--- src/rtl/edge_detect_multi.sv ---
// Multi-channel edge detector: synchronizes asynchronous inputs, filters out
// short glitches, reports accepted edges as pulses and keeps a sticky flag and
// a saturating event counter for each channel.
module edge_detect_multi #(
   parameter int              N_CH        = 4,
   parameter int              SYNC_STAGES = 2,
   parameter int              FILTER_LEN  = 4,
   parameter int              CNT_W       = 8,
   parameter logic [N_CH-1:0] INIT_LEVEL  = '1
) (
   input  logic                   clk50m,
   input  logic                   rst,
   input  logic [N_CH-1:0]        in,
   input  logic [2*N_CH-1:0]      mode,
   input  logic [N_CH-1:0]        cnt_clr,
   input  logic [N_CH-1:0]        flag_clr,
   output logic [N_CH-1:0]        level,
   output logic [N_CH-1:0]        risingedge,
   output logic [N_CH-1:0]        fallingedge,
   output logic [N_CH-1:0]        evt,
   output logic [N_CH-1:0]        evt_flag,
   output logic [N_CH*CNT_W-1:0]  evt_cnt,
   output logic                   any_evt
);

   localparam int FW = $clog2(FILTER_LEN + 1);
   localparam logic [FW-1:0] STAB_LAST = FW'(FILTER_LEN - 1);

   // Next-cycle event of every channel, gathered so any_evt can be registered
   // in the same cycle as the individual evt bits.
   logic [N_CH-1:0] evt_next_vec;

   for (genvar i = 0; i < N_CH; i++) begin : g_ch
      logic [SYNC_STAGES-1:0] chain;
      logic [FW-1:0]          stab;
      logic                   level_q;
      logic                   rise_q;
      logic                   fall_q;
      logic                   evt_q;
      logic                   flag_q;
      logic [CNT_W-1:0]       cnt_q;
      logic                   synced;
      logic                   accept;
      logic                   rise_next;
      logic                   fall_next;
      logic [1:0]             ch_mode;

      assign synced    = chain[SYNC_STAGES-1];
      // A level change is accepted once the new value has been stable for
      // FILTER_LEN consecutive samples (this edge included).
      assign accept    = (synced != level_q) && (stab == STAB_LAST);
      assign rise_next = accept & synced;
      assign fall_next = accept & ~synced;
      assign ch_mode   = mode[2*i +: 2];

      assign evt_next_vec[i] = (rise_next & ch_mode[0]) | (fall_next & ch_mode[1]);

      // Synchronizer chain; reset preloads the idle level so release cannot
      // look like an edge.
      always_ff @(posedge clk50m) begin
         if (rst) begin
            chain <= {SYNC_STAGES{INIT_LEVEL[i]}};
         end else begin
            chain <= {chain[SYNC_STAGES-2:0], in[i]};
         end
      end

      // Stability filter, accepted level and registered edge/event pulses.
      always_ff @(posedge clk50m) begin
         if (rst) begin
            stab    <= '0;
            level_q <= INIT_LEVEL[i];
            rise_q  <= 1'b0;
            fall_q  <= 1'b0;
            evt_q   <= 1'b0;
         end else begin
            rise_q <= rise_next;
            fall_q <= fall_next;
            evt_q  <= evt_next_vec[i];
            if (synced == level_q) begin
               stab <= '0;
            end else if (accept) begin
               stab    <= '0;
               level_q <= synced;
            end else begin
               stab <= stab + FW'(1);
            end
         end
      end

      // Saturating event counter; a clear coinciding with an event leaves one
      // counted event.
      always_ff @(posedge clk50m) begin
         if (rst) begin
            cnt_q <= '0;
         end else if (cnt_clr[i]) begin
            cnt_q <= evt_q ? CNT_W'(1) : '0;
         end else if (evt_q && (cnt_q != {CNT_W{1'b1}})) begin
            cnt_q <= cnt_q + CNT_W'(1);
         end
      end

      // Sticky flag; setting wins over a simultaneous clear.
      always_ff @(posedge clk50m) begin
         if (rst) begin
            flag_q <= 1'b0;
         end else if (evt_q) begin
            flag_q <= 1'b1;
         end else if (flag_clr[i]) begin
            flag_q <= 1'b0;
         end
      end

      assign level[i]                   = level_q;
      assign risingedge[i]              = rise_q;
      assign fallingedge[i]             = fall_q;
      assign evt[i]                     = evt_q;
      assign evt_flag[i]                = flag_q;
      assign evt_cnt[i*CNT_W +: CNT_W]  = cnt_q;
   end

   // Summary event pulse, aligned with the per-channel evt outputs.
   always_ff @(posedge clk50m) begin
      if (rst) begin
         any_evt <= 1'b0;
      end else begin
         any_evt <= |evt_next_vec;
      end
   end

endmodule
--- config.mk ---
export PLATFORM = sky130hd
export DESIGN_NAME = edge_detect_multi
export DESIGN_NICKNAME = d
export VERILOG_FILES = /design/src/rtl/edge_detect_multi.sv
export SDC_FILE = /design/constraint.sdc
export NUM_CORES = 1
export LEC_CHECK = 0
export BUFFER_PORTS_ARGS = -buffer_cell sky130_fd_sc_hd__buf_4
export CAP_MARGIN = 10
export CORE_MARGIN = 10
export CORE_UTILIZATION = 45
export DETAILED_ROUTE_END_ITERATION = 10
export PLACE_DENSITY = 0.68
export SYNTH_ARGS = -nofsm -noshare
export SYNTH_HDL_FRONTEND = slang
export SYNTH_SLANG_ARGS = --single-unit
--- constraint.sdc ---
create_clock -name clk50m -period 1.86 [get_ports clk50m]
set_input_delay 0.372 -clock clk50m [delete_from_list [all_inputs] [get_ports clk50m]]
set_output_delay 0.372 -clock clk50m [all_outputs]
set_load 0.05 [all_outputs]
==> impl_summary.txt, run 1 <==
----------------------------------------------------
[Status]
  Outcome ... finished clean

[Clocking]
  Number of setup buffers added after CTS ... 0
  CTS hold repair buffers ... 0
  Num CTS Buffers ... 9
  Cell chosen for the clock root ... sky130_fd_sc_hd__clkbuf_8
  Count of cells resized by post-cts repair ... 0
  Max H-tree Level ... 3
  Clock sinks ... 73
  Clock-pin transition on the worst setup and hold timing paths ... 0.07 ns
  Maximum buffer depth of the clock tree ... 2
  Clock latency at the later pin of the worst-skew pair ... 0.34 ns
  CTS tree ... done

[Logic synthesis]
  Area share of the leading cell type in the synthesized netlist ... 44.03%
  Synth Area per Inst ... 8.947 um2
  Async set-or-reset flop fraction in the synthesized netlist ... 0%
  Mapped Nets ... 405
  EDFF count, synth ... 0
  Unique cell type count in the Yosys netlist ... 41
  Synthesis-stage register bit count ... 73
  Seq/Total Area, Yosys ... 44.03%
  Most frequent cell after synthesis ... sky130_fd_sc_hd__dfxtp_1
  Top cell type by total area after synthesis ... sky130_fd_sc_hd__dfxtp_1
  Synthesized area ... 0.003319 mm2
  Most common flop cell mapped by yosys ... sky130_fd_sc_hd__dfxtp_1
  Post-synthesis instance total ... 371
  Commonest cells post-synth ... sky130_fd_sc_hd__dfxtp_1 (73), sky130_fd_sc_hd__nand2_1 (29), sky130_fd_sc_hd__nor2_1 (28)
  Synth area leaders ... sky130_fd_sc_hd__dfxtp_1 (44%), sky130_fd_sc_hd__buf_4 (4.5%), sky130_fd_sc_hd__ha_1 (4.5%)
  Yosys warning count ... 0

[Critical path]
  Required time of the worst setup path ... 1.49 ns
  Dominant delay contributor by cell family on the critical path ... flip-flops
  Combined buffer and inverter count along the critical path ... 1
  Reg2Reg Setup Slack ... 0.36 ns
  Category of the critical setup timing path ... register to output port
  Critical R2R Launch ... g_ch[1].cnt_q[0]
  Cells on worst reg2reg path ... 4
  Kind of start point of the critical path ... register
  Maximum cell stage delay along the critical path ... 0.54 ns
  Endpoint of the worst-slack reg-to-reg timing path ... g_ch[1].cnt_q[6]
  Critical path capture point type ... output port
  Crit-path cells ... buf_4
  Critical path data arrival time ... 1.15 ns
  Largest fanout of any net on the critical path ... 12
  Cell at the slowest stage of the critical path ... sky130_fd_sc_hd__dfxtp_1

[STA]
  Final setup fails ... 0
  Final number of max-transition violations ... 0
  Worst Clk Skew ... 0.01031 ns
  Hold slack final ... 0.2151 ns
  Share of the clock period used by the worst path after layout ... 82.04%
  Maximum clock frequency ... 655.3 MHz
  Transition at the pin with the smallest max-transition slack ... 0.4001 ns
  Final count of hold timing violations ... 0
  Setup TNS ... 0 ns
  Worst setup slack after layout ... 0.3340 ns
  RSZ-0062 raised after global routing ... no
  Max-Slew Margin vs Limit ... 73.23%
  Final critical path time including I/O delays and setup ... 1.526 ns

[Die]
  Ports ... 75
  Die extent in x ... 105.9 um
  Starting Density ... 46.01%
  Number of cell rows ... 31
  Area of the core ... 0.007214 mm2
  Die area ... 0.01121 mm2
  Y dimension of the die ... 105.9 um

[Routing]
  Number of vias after detailed routing ... 2722
  Post-DR wirelength/cell ... 13.66 um
  Number of DRC markers in iteration 0 ... 130
  Final Routed Wirelength ... 7184 um
  DRC violations left ... 0
  Vias/cell ... 5.175
  First-pass iteration count of the detailed router ... 4
  Number of antenna-violating nets in the routed design ... 0

[Place]
  Weighted congestion reported at the end of routability-driven placement ... 0.8624
  Post-place setup slack ... 0.3821 ns
  DP Wirelength ... 5401 um
  Port Buf Inserts ... 74

[Hold path]
  Min-delay src ... in[1]
  Count of cells along the worst hold path ... 2
  Worst-case hold path end point ... g_ch[1].chain[0]
  Type of the worst min-delay path ... input port to register

[Job]
  Max-cap violation count ... 0

[Global route]
  Largest net degree at the start of global routing ... 26
  Wire length of the first global-routing pass ... 11850 um
  Total global-route track usage ... 12.71%
  GRT Residual Overflow ... 0
  Number of global-route vias before repair ... 2535
  Initial antenna violation count ... 0

[Power]
  Internal power ... 2481 uW
  Switching power total ... 592.6 uW
  Clock power frac ... 45.6%
  Fraction of power spent switching nets ... 19.28%
  Part of the total power dissipated in combinational logic ... 3.1%
  IR drop worst, VDD ... 0.5012 mV
  Reported leakage power ... 0.001562 uW
  Total power density per cell area ... 766.2 mW/mm2
  Register share of total power ... 51.3%
  Total Power Consumption ... 3074 uW

[Final layout]
  Number of fill cells in the layout ... 677
  Final standard cell utilization of the core ... 55.60%
  Net total in the final layout ... 457
  Sequential cell area in the final layout ... 0.001461 mm2
  Fraction of layout instances using a drive strength above 1 ... 24.12%
  Inserted Diodes ... 0
  Layout overhead on the synthesized area ... 20.84%
  Area of the multi-input gates ... 0.001563 mm2

----------------------------------------------------
[layout by cell type (no fill, tap or decap), types with 10 or more instances in the layout]
| master | n |
|---|---|
| sky130_fd_sc_hd__nand2_1 | 29 |
| sky130_fd_sc_hd__nand2b_1 | 16 |
| sky130_fd_sc_hd__nor3_1 | 11 |
| sky130_fd_sc_hd__a31oi_1 | 10 |
| sky130_fd_sc_hd__ha_1 | 12 |
| sky130_fd_sc_hd__clkbuf_8 | 12 |
| sky130_fd_sc_hd__nor2_1 | 28 |
| sky130_fd_sc_hd__inv_1 | 19 |
| sky130_fd_sc_hd__a211o_1 | 11 |
| sky130_fd_sc_hd__or2_2 | 10 |
| sky130_fd_sc_hd__dfxtp_1 | 73 |
| sky130_fd_sc_hd__a21oi_1 | 21 |
| sky130_fd_sc_hd__buf_4 | 75 |
| sky130_fd_sc_hd__nand3_1 | 11 |
[worst max path at each step]
| stage | cells after the start | slack, ns | to | start |
|---|---|---|---|---|
| CTS | 1 | 0.32 | evt[0] | g_ch[0].evt_q |
| global route | 4 | 0.20 | g_ch[1].cnt_q[0] | g_ch[1].cnt_q[0] |
| finish | 1 | 0.33 | evt[0] | g_ch[0].evt_q |
| floorplan | 5 | 0.13 | g_ch[3].cnt_q[6] | g_ch[3].cnt_q[0] |
| detailed placement | 4 | 0.38 | g_ch[3].cnt_q[6] | g_ch[3].cnt_q[0] |
| global placement | 4 | 0.44 | g_ch[1].cnt_q[3] | g_ch[1].cnt_q[0] |
[registers in the layout, summed over array words and instances (netlist names)]
name / cells
g_ch.flag_q: 4
g_ch.fall_q: 4
g_ch.level_q: 4
g_ch.chain: 8
any_evt: 1
g_ch.evt_q: 4
g_ch.rise_q: 4
g_ch.cnt_q: 32
g_ch.stab: 12
[cell type report]
cell class	count	share of cell area, %
clock inverters	2	1.497
multi-input cells	245	38.96
flip-flops and latches	73	36.43
clock buffers	13	4.211
repair buffers	75	14.04
inverters	19	1.778
well taps	99	3.088
[layer usage]
layer,vias up,routed length (um),track usage (%)
li1,1407,-,-
met1,1246,3279,15.23
met2,63,3380,19.92
met3,6,457,5.055
met4,0,65,5.029
met5,-,0,0
[cell families (layout without fill, tap and decap cells)]
logic type,count (synthesis),count (layout),share of synthesized area [%]
simple gates,154,154,25.18
fa+ha+maj,12,12,4.523
buf+inv,53,109,8.895
mux,9,9,2.714
compound gates,70,70,14.66
flops,73,73,44.03
[through the flow]
step | cell area [um2] | cells
after floorplan | 3319 | 371
after global placement | 3782 | 511
after detailed placement | 3782 | 511
after CTS | 4011 | 526
after global routing | 4011 | 526
final | 4011 | 526
[power groups by stage]
stage	sequential, uW	combinational [uW]	clock, uW
after floorplan	1610	45.3	0
after global placement	1610	94.9	0
after detailed placement	1610	94.8	0
after CTS	1580	95.2	1450
after global routing	1580	104	1510
final	1580	94.4	1400
Power figures use the tool's default switching activity.
==> inputs of run 2 (changes only) <==
==> constraint.sdc (replaced) <==
create_clock -name clk50m -period 1.58 [get_ports clk50m]
set_input_delay 0.316 -clock clk50m [delete_from_list [all_inputs] [get_ports clk50m]]
set_output_delay 0.316 -clock clk50m [all_outputs]
set_load 0.05 [all_outputs]
==> impl_summary.txt, run 2 (same netlist as run 1, synthesis figures left out) <==
----------------------------------------------------
[Global route]
  Met2 usage ... 20.36%
  Top Usage Layer GRT ... met2
  Total global-route track usage ... 13.02%
  Number of global-route vias before repair ... 2616
  Global-route track usage on met1 ... 15.90%
  Met3 Usage GRT ... 4.750%
  Largest net degree at the start of global routing ... 25
  Wire length of the first global-routing pass ... 12280 um
  Initial antenna violation count ... 0
  GRT Residual Overflow ... 0

[Final layout]
  Final standard cell count with taps included and fillers excluded ... 535
  Number of flip-flops under the largest register name ... 32
  Fraction of layout instances using a drive strength above 1 ... 27.52%
  Inserted Diodes ... 0
  Net total in the final layout ... 465
  Register name with the most flops ... g_ch.cnt_q
  Layout overhead on the synthesized area ... 22.69%
  Most common cell after layout, fill and taps aside ... sky130_fd_sc_hd__buf_4
  Largest registers ranked by flip-flop count ... g_ch.cnt_q: 32 flops, g_ch.stab: 12 flops, g_ch.chain: 8 flops
  Final standard cell utilization of the core ... 56.45%
  Most frequent cells in the layout ... sky130_fd_sc_hd__buf_4 (83), sky130_fd_sc_hd__dfxtp_1 (65), sky130_fd_sc_hd__nand2_1 (29), sky130_fd_sc_hd__nor2_1 (28), sky130_fd_sc_hd__a21oi_1 (21)

[STA]
  Final critical path time including I/O delays and setup ... 1.461 ns
  Max-Slew Margin vs Limit ... 74.32%
  Maximum clock frequency ... 684.3 MHz
  Final number of max-transition violations ... 0
  Final count of hold timing violations ... 0
  Share of the clock period used by the worst path after layout ... 92.49%
  Final setup fails ... 0
  Worst Clk Skew ... 0.01409 ns
  Worst setup slack after layout ... 0.1187 ns
  RSZ-0062 raised after global routing ... no
  Transition at the pin with the smallest max-transition slack ... 0.3838 ns
  Setup TNS ... 0 ns

[Clocking]
  Number of setup buffers added after CTS ... 0
  CTS hold repair buffers ... 0
  CTS tree ... done
  Cell chosen for the clock root ... sky130_fd_sc_hd__clkbuf_8
  Count of cells resized by post-cts repair ... 0
  Clock sinks ... 73
  Maximum buffer depth of the clock tree ... 2
  Clock-pin transition on the worst setup and hold timing paths ... 0.08 ns
  Clock latency at the later pin of the worst-skew pair ... 0.34 ns
  Max H-tree Level ... 3
  Num CTS Buffers ... 9

[Die]
  Die area ... 0.01121 mm2
  Die extent in x ... 105.9 um
  Y dimension of the die ... 105.9 um
  Number of cell rows ... 31
  Starting Density ... 46.01%
  Ports ... 75
  Area of the core ... 0.007214 mm2

[Hold path]
  Min-delay src ... in[0]
  Worst-case hold path end point ... g_ch[0].chain[0]
  Type of the worst min-delay path ... input port to register
  Count of cells along the worst hold path ... 2

[Critical path]
  Crit-path cells ... ha_1 -> and4_1 -> a2111o_1 -> o21ai_0
  Dominant delay contributor by cell family on the critical path ... compound AO/OA/AOI/OAI gates
  Critical path capture point type ... register
  Critical path data arrival time ... 1.72 ns
  Cell at the slowest stage of the critical path ... sky130_fd_sc_hd__a2111o_1
  Endpoint of the worst-slack reg-to-reg timing path ... g_ch[1].cnt_q[3]
  Maximum cell stage delay along the critical path ... 0.38 ns
  Kind of start point of the critical path ... register
  Critical path depth in cells ... 4
  Required time of the worst setup path ... 1.84 ns
  Reg2Reg Setup Slack ... 0.12 ns
  Largest fanout of any net on the critical path ... 8
  Category of the critical setup timing path ... register to register
  Combined buffer and inverter count along the critical path ... 0
  Cells on worst reg2reg path ... 4
  Critical R2R Launch ... g_ch[1].cnt_q[0]

[Power]
  Total power density per cell area ... 875.9 mW/mm2
  Reported leakage power ... 0.001606 uW
  IR drop worst, VDD ... 0.5571 mV

[Routing]
  DRC violations left ... 0
  Vias/cell ... 5.219
  Number of DRC markers in iteration 0 ... 118
  First-pass iteration count of the detailed router ... 4
  Number of vias after detailed routing ... 2792
  Final Routed Wirelength ... 7273 um
  Number of antenna-violating nets in the routed design ... 0
  Post-DR wirelength/cell ... 13.59 um

[Place]
  Weighted congestion reported at the end of routability-driven placement ... 0.8438
  Count of placed standard cells including taps ... 519
  Post-place setup slack ... 0.1469 ns
  DP Wirelength ... 5540 um
  Port Buf Inserts ... 74

[Job]
  Max-cap violation count ... 0

[Status]
  Outcome ... finished clean

----------------------------------------------------
run 2: cell type report:
class,count,area (um2)
timing repair buffer,83,623.1
clock inverter,5,78.83
inverter,19,71.32
clock buffer,11,141.4
fill,707,3142
sequential,73,1471
multi-input combinational,245,1563
tap,99,123.9
run 2: power breakdown:
part	internal [uW]	switching [uW]	total, uW
combinational	61.9	53.9	116
clock	931	664	1600
sequential	1850	5.09	1860
run 2: worst max-delay path by stage:
stage / from / endpoint / slack (ns)
floorplan: g_ch[3].cnt_q[0] / g_ch[3].cnt_q[6] / 0.04
global placement: g_ch[3].cnt_q[0] / g_ch[3].cnt_q[6] / 0.18
detailed placement: g_ch[3].cnt_q[0] / g_ch[3].cnt_q[6] / 0.15
CTS: g_ch[0].evt_q / evt[0] / 0.10
global route: g_ch[1].cnt_q[0] / g_ch[1].cnt_q[0] / 0.03
finish: g_ch[1].cnt_q[0] / g_ch[1].cnt_q[3] / 0.12
run 2: metal layers:
layer	part of all wire, %	vias up
met5	0	-
met4	1.3	0
met3	7.1	12
met2	46	69
met1	46	1290
li1	-	1421
run 2: per-stage QoR:
stage                     area (um2)  hold WS (ns)  power [uW]
final                           4073        0.1680        3567
after global routing            4073        0.1523        3706
after CTS                       4073        0.1518        3620
after detailed placement        3852        0.3968        2016
after global placement          3852        0.3915        2015
after floorplan                 3329        0.3895        1951
==> inputs of run 3 (changes only) <==
--- a/config.mk
+++ b/config.mk
@@ -10,7 +10,7 @@
 export CORE_MARGIN = 10
 export CORE_UTILIZATION = 45
 export DETAILED_ROUTE_END_ITERATION = 10
-export PLACE_DENSITY = 0.68
+export PLACE_DENSITY_LB_ADDON = 0.05
 export SYNTH_ARGS = -nofsm -noshare
 export SYNTH_HDL_FRONTEND = slang
 export SYNTH_SLANG_ARGS = --single-unit
==> impl_summary.txt, run 3 (same netlist as run 1, synthesis figures left out) <==
----------------------------------------------------
[Status]
  Outcome ... finished clean

[STA]
  Final count of hold timing violations ... 0
  RSZ-0062 raised after global routing ... no
  Final setup fails ... 0
  Setup TNS ... 0 ns
  Transition at the pin with the smallest max-transition slack ... 0.3750 ns
  Worst Clk Skew ... 0.008729 ns
  Final number of max-transition violations ... 0
  Final critical path time including I/O delays and setup ... 1.492 ns
  Max-Slew Margin vs Limit ... 74.91%
  Share of the clock period used by the worst path after layout ... 94.45%
  Worst setup slack after layout ... 0.08772 ns
  Maximum clock frequency ... 670.1 MHz

[Critical path]
  Cell at the slowest stage of the critical path ... sky130_fd_sc_hd__dfxtp_1
  Critical path data arrival time ... 1.18 ns
  Largest fanout of any net on the critical path ... 12
  Reg2Reg Setup Slack ... 0.11 ns
  Critical R2R Launch ... g_ch[1].cnt_q[0]
  Crit-path cells ... buf_4
  Cells on worst reg2reg path ... 4
  Critical path capture point type ... output port
  Category of the critical setup timing path ... register to output port
  Dominant delay contributor by cell family on the critical path ... flip-flops
  Combined buffer and inverter count along the critical path ... 1
  Required time of the worst setup path ... 1.26 ns
  Endpoint of the worst-slack reg-to-reg timing path ... g_ch[1].cnt_q[3]
  Kind of start point of the critical path ... register
  Maximum cell stage delay along the critical path ... 0.55 ns

[Die]
  Y dimension of the die ... 105.9 um
  Number of cell rows ... 31
  Starting Density ... 46.01%
  Area of the core ... 0.007214 mm2
  Die extent in x ... 105.9 um
  Die area ... 0.01121 mm2
  Ports ... 75

[Power]
  Reported leakage power ... 0.001590 uW
  IR drop worst, VDD ... 0.6406 mV
  Total power density per cell area ... 865.6 mW/mm2

[Clocking]
  Cell chosen for the clock root ... sky130_fd_sc_hd__clkbuf_8
  Number of setup buffers added after CTS ... 0
  Clock sinks ... 73
  Clock-pin transition on the worst setup and hold timing paths ... 0.08 ns
  Max H-tree Level ... 3
  Num CTS Buffers ... 9
  Clock latency at the later pin of the worst-skew pair ... 0.34 ns
  CTS hold repair buffers ... 0
  Count of cells resized by post-cts repair ... 0
  CTS tree ... done
  Maximum buffer depth of the clock tree ... 2

[Final layout]
  Number of fill cells in the layout ... 678
  Most frequent cells in the layout ... sky130_fd_sc_hd__buf_4 (82), sky130_fd_sc_hd__dfxtp_1 (65), sky130_fd_sc_hd__nand2_1 (29), sky130_fd_sc_hd__nor2_1 (28), sky130_fd_sc_hd__a21oi_1 (21)
  Largest registers ranked by flip-flop count ... g_ch.cnt_q: 32 flops, g_ch.stab: 12 flops, g_ch.chain: 8 flops
  Register name with the most flops ... g_ch.cnt_q
  Most common cell after layout, fill and taps aside ... sky130_fd_sc_hd__buf_4
  Final Instance Area ... 0.004059 mm2
  Inserted Diodes ... 0
  Final standard cell utilization of the core ... 56.26%
  Net total in the final layout ... 464
  Fraction of layout instances using a drive strength above 1 ... 27.59%
  Number of flip-flops under the largest register name ... 32
  Layout overhead on the synthesized area ... 22.28%

[Routing]
  First-pass iteration count of the detailed router ... 4
  Number of vias after detailed routing ... 2821
  Post-DR wirelength/cell ... 13.87 um
  DRC violations left ... 0
  Vias/cell ... 5.283
  Final Routed Wirelength ... 7404 um
  Number of DRC markers in iteration 0 ... 88
  Number of antenna-violating nets in the routed design ... 0

[Place]
  Port Buf Inserts ... 74
  Weighted congestion reported at the end of routability-driven placement ... 0.8060
  DP Wirelength ... 5484 um
  Post-place setup slack ... 0.1435 ns
  Post-place instance area ... 0.003845 mm2

[Global route]
  Largest net degree at the start of global routing ... 21
  Number of global-route vias before repair ... 2660
  GRT Residual Overflow ... 0
  Total global-route track usage ... 12.83%
  Initial antenna violation count ... 0
  Wire length of the first global-routing pass ... 12180 um

[Hold path]
  Count of cells along the worst hold path ... 2
  Type of the worst min-delay path ... input port to register
  Min-delay src ... in[0]
  Worst-case hold path end point ... g_ch[0].chain[0]

[Job]
  Max-cap violation count ... 0

----------------------------------------------------
run 3: cell type report:
| type | count | area, um2 | share of cell area (%) |
|---|---|---|---|
| multi-input combinational | 245 | 1563 | 38.50 |
| inverter | 19 | 71.32 | 1.757 |
| sequential | 73 | 1471 | 36.25 |
| clock buffer | 11 | 151.4 | 3.730 |
| timing repair buffer | 82 | 615.6 | 15.17 |
| clock inverter | 5 | 62.56 | 1.541 |
| tap | 99 | 123.9 | 3.052 |
run 3: through the flow:
| stage | power, uW | cells | hold slack (ns) |
|---|---|---|---|
| 5_1_grt | 3649 | 534 | 0.1447 |
| 3_3_place_gp | 2014 | 518 | 0.3913 |
| 6_report | 3513 | 534 | 0.1549 |
| 4_1_cts | 3560 | 534 | 0.1405 |
| 3_5_place_dp | 2014 | 518 | 0.3923 |
| 2_1_floorplan | 1951 | 371 | 0.3895 |
run 3: worst max path at each step:
| stage | slack (ns) | from | endpoint | cells after the start |
|---|---|---|---|---|
| 2_1_floorplan | 0.04 | g_ch[3].cnt_q[0] | g_ch[3].cnt_q[6] | 5 |
| 3_3_place_gp | 0.18 | g_ch[3].cnt_q[0] | g_ch[3].cnt_q[6] | 4 |
| 3_5_place_dp | 0.14 | g_ch[3].cnt_q[0] | g_ch[3].cnt_q[6] | 4 |
| 4_1_cts | 0.06 | g_ch[0].evt_q | evt[0] | 1 |
| 5_1_grt | 0.02 | g_ch[0].evt_q | evt[0] | 1 |
| 6_report | 0.09 | g_ch[0].evt_q | evt[0] | 1 |
run 3: metal layers:
metal / vias to the layer above / track usage, % / routed length [um]
met4: 0 / 5.899 / 66
met1: 1293 / 16.20 / 3455
met5: - / 0 / 0
li1: 1426 / - / -
met2: 94 / 19.70 / 3394
met3: 8 / 3.776 / 487
run 3: report_power, final:
part	switching [uW]	internal, uW	total, uW
sequential	5.09	1850	1860
clock	720	824	1540
combinational	53.3	60.4	114
total	779	2730	3510
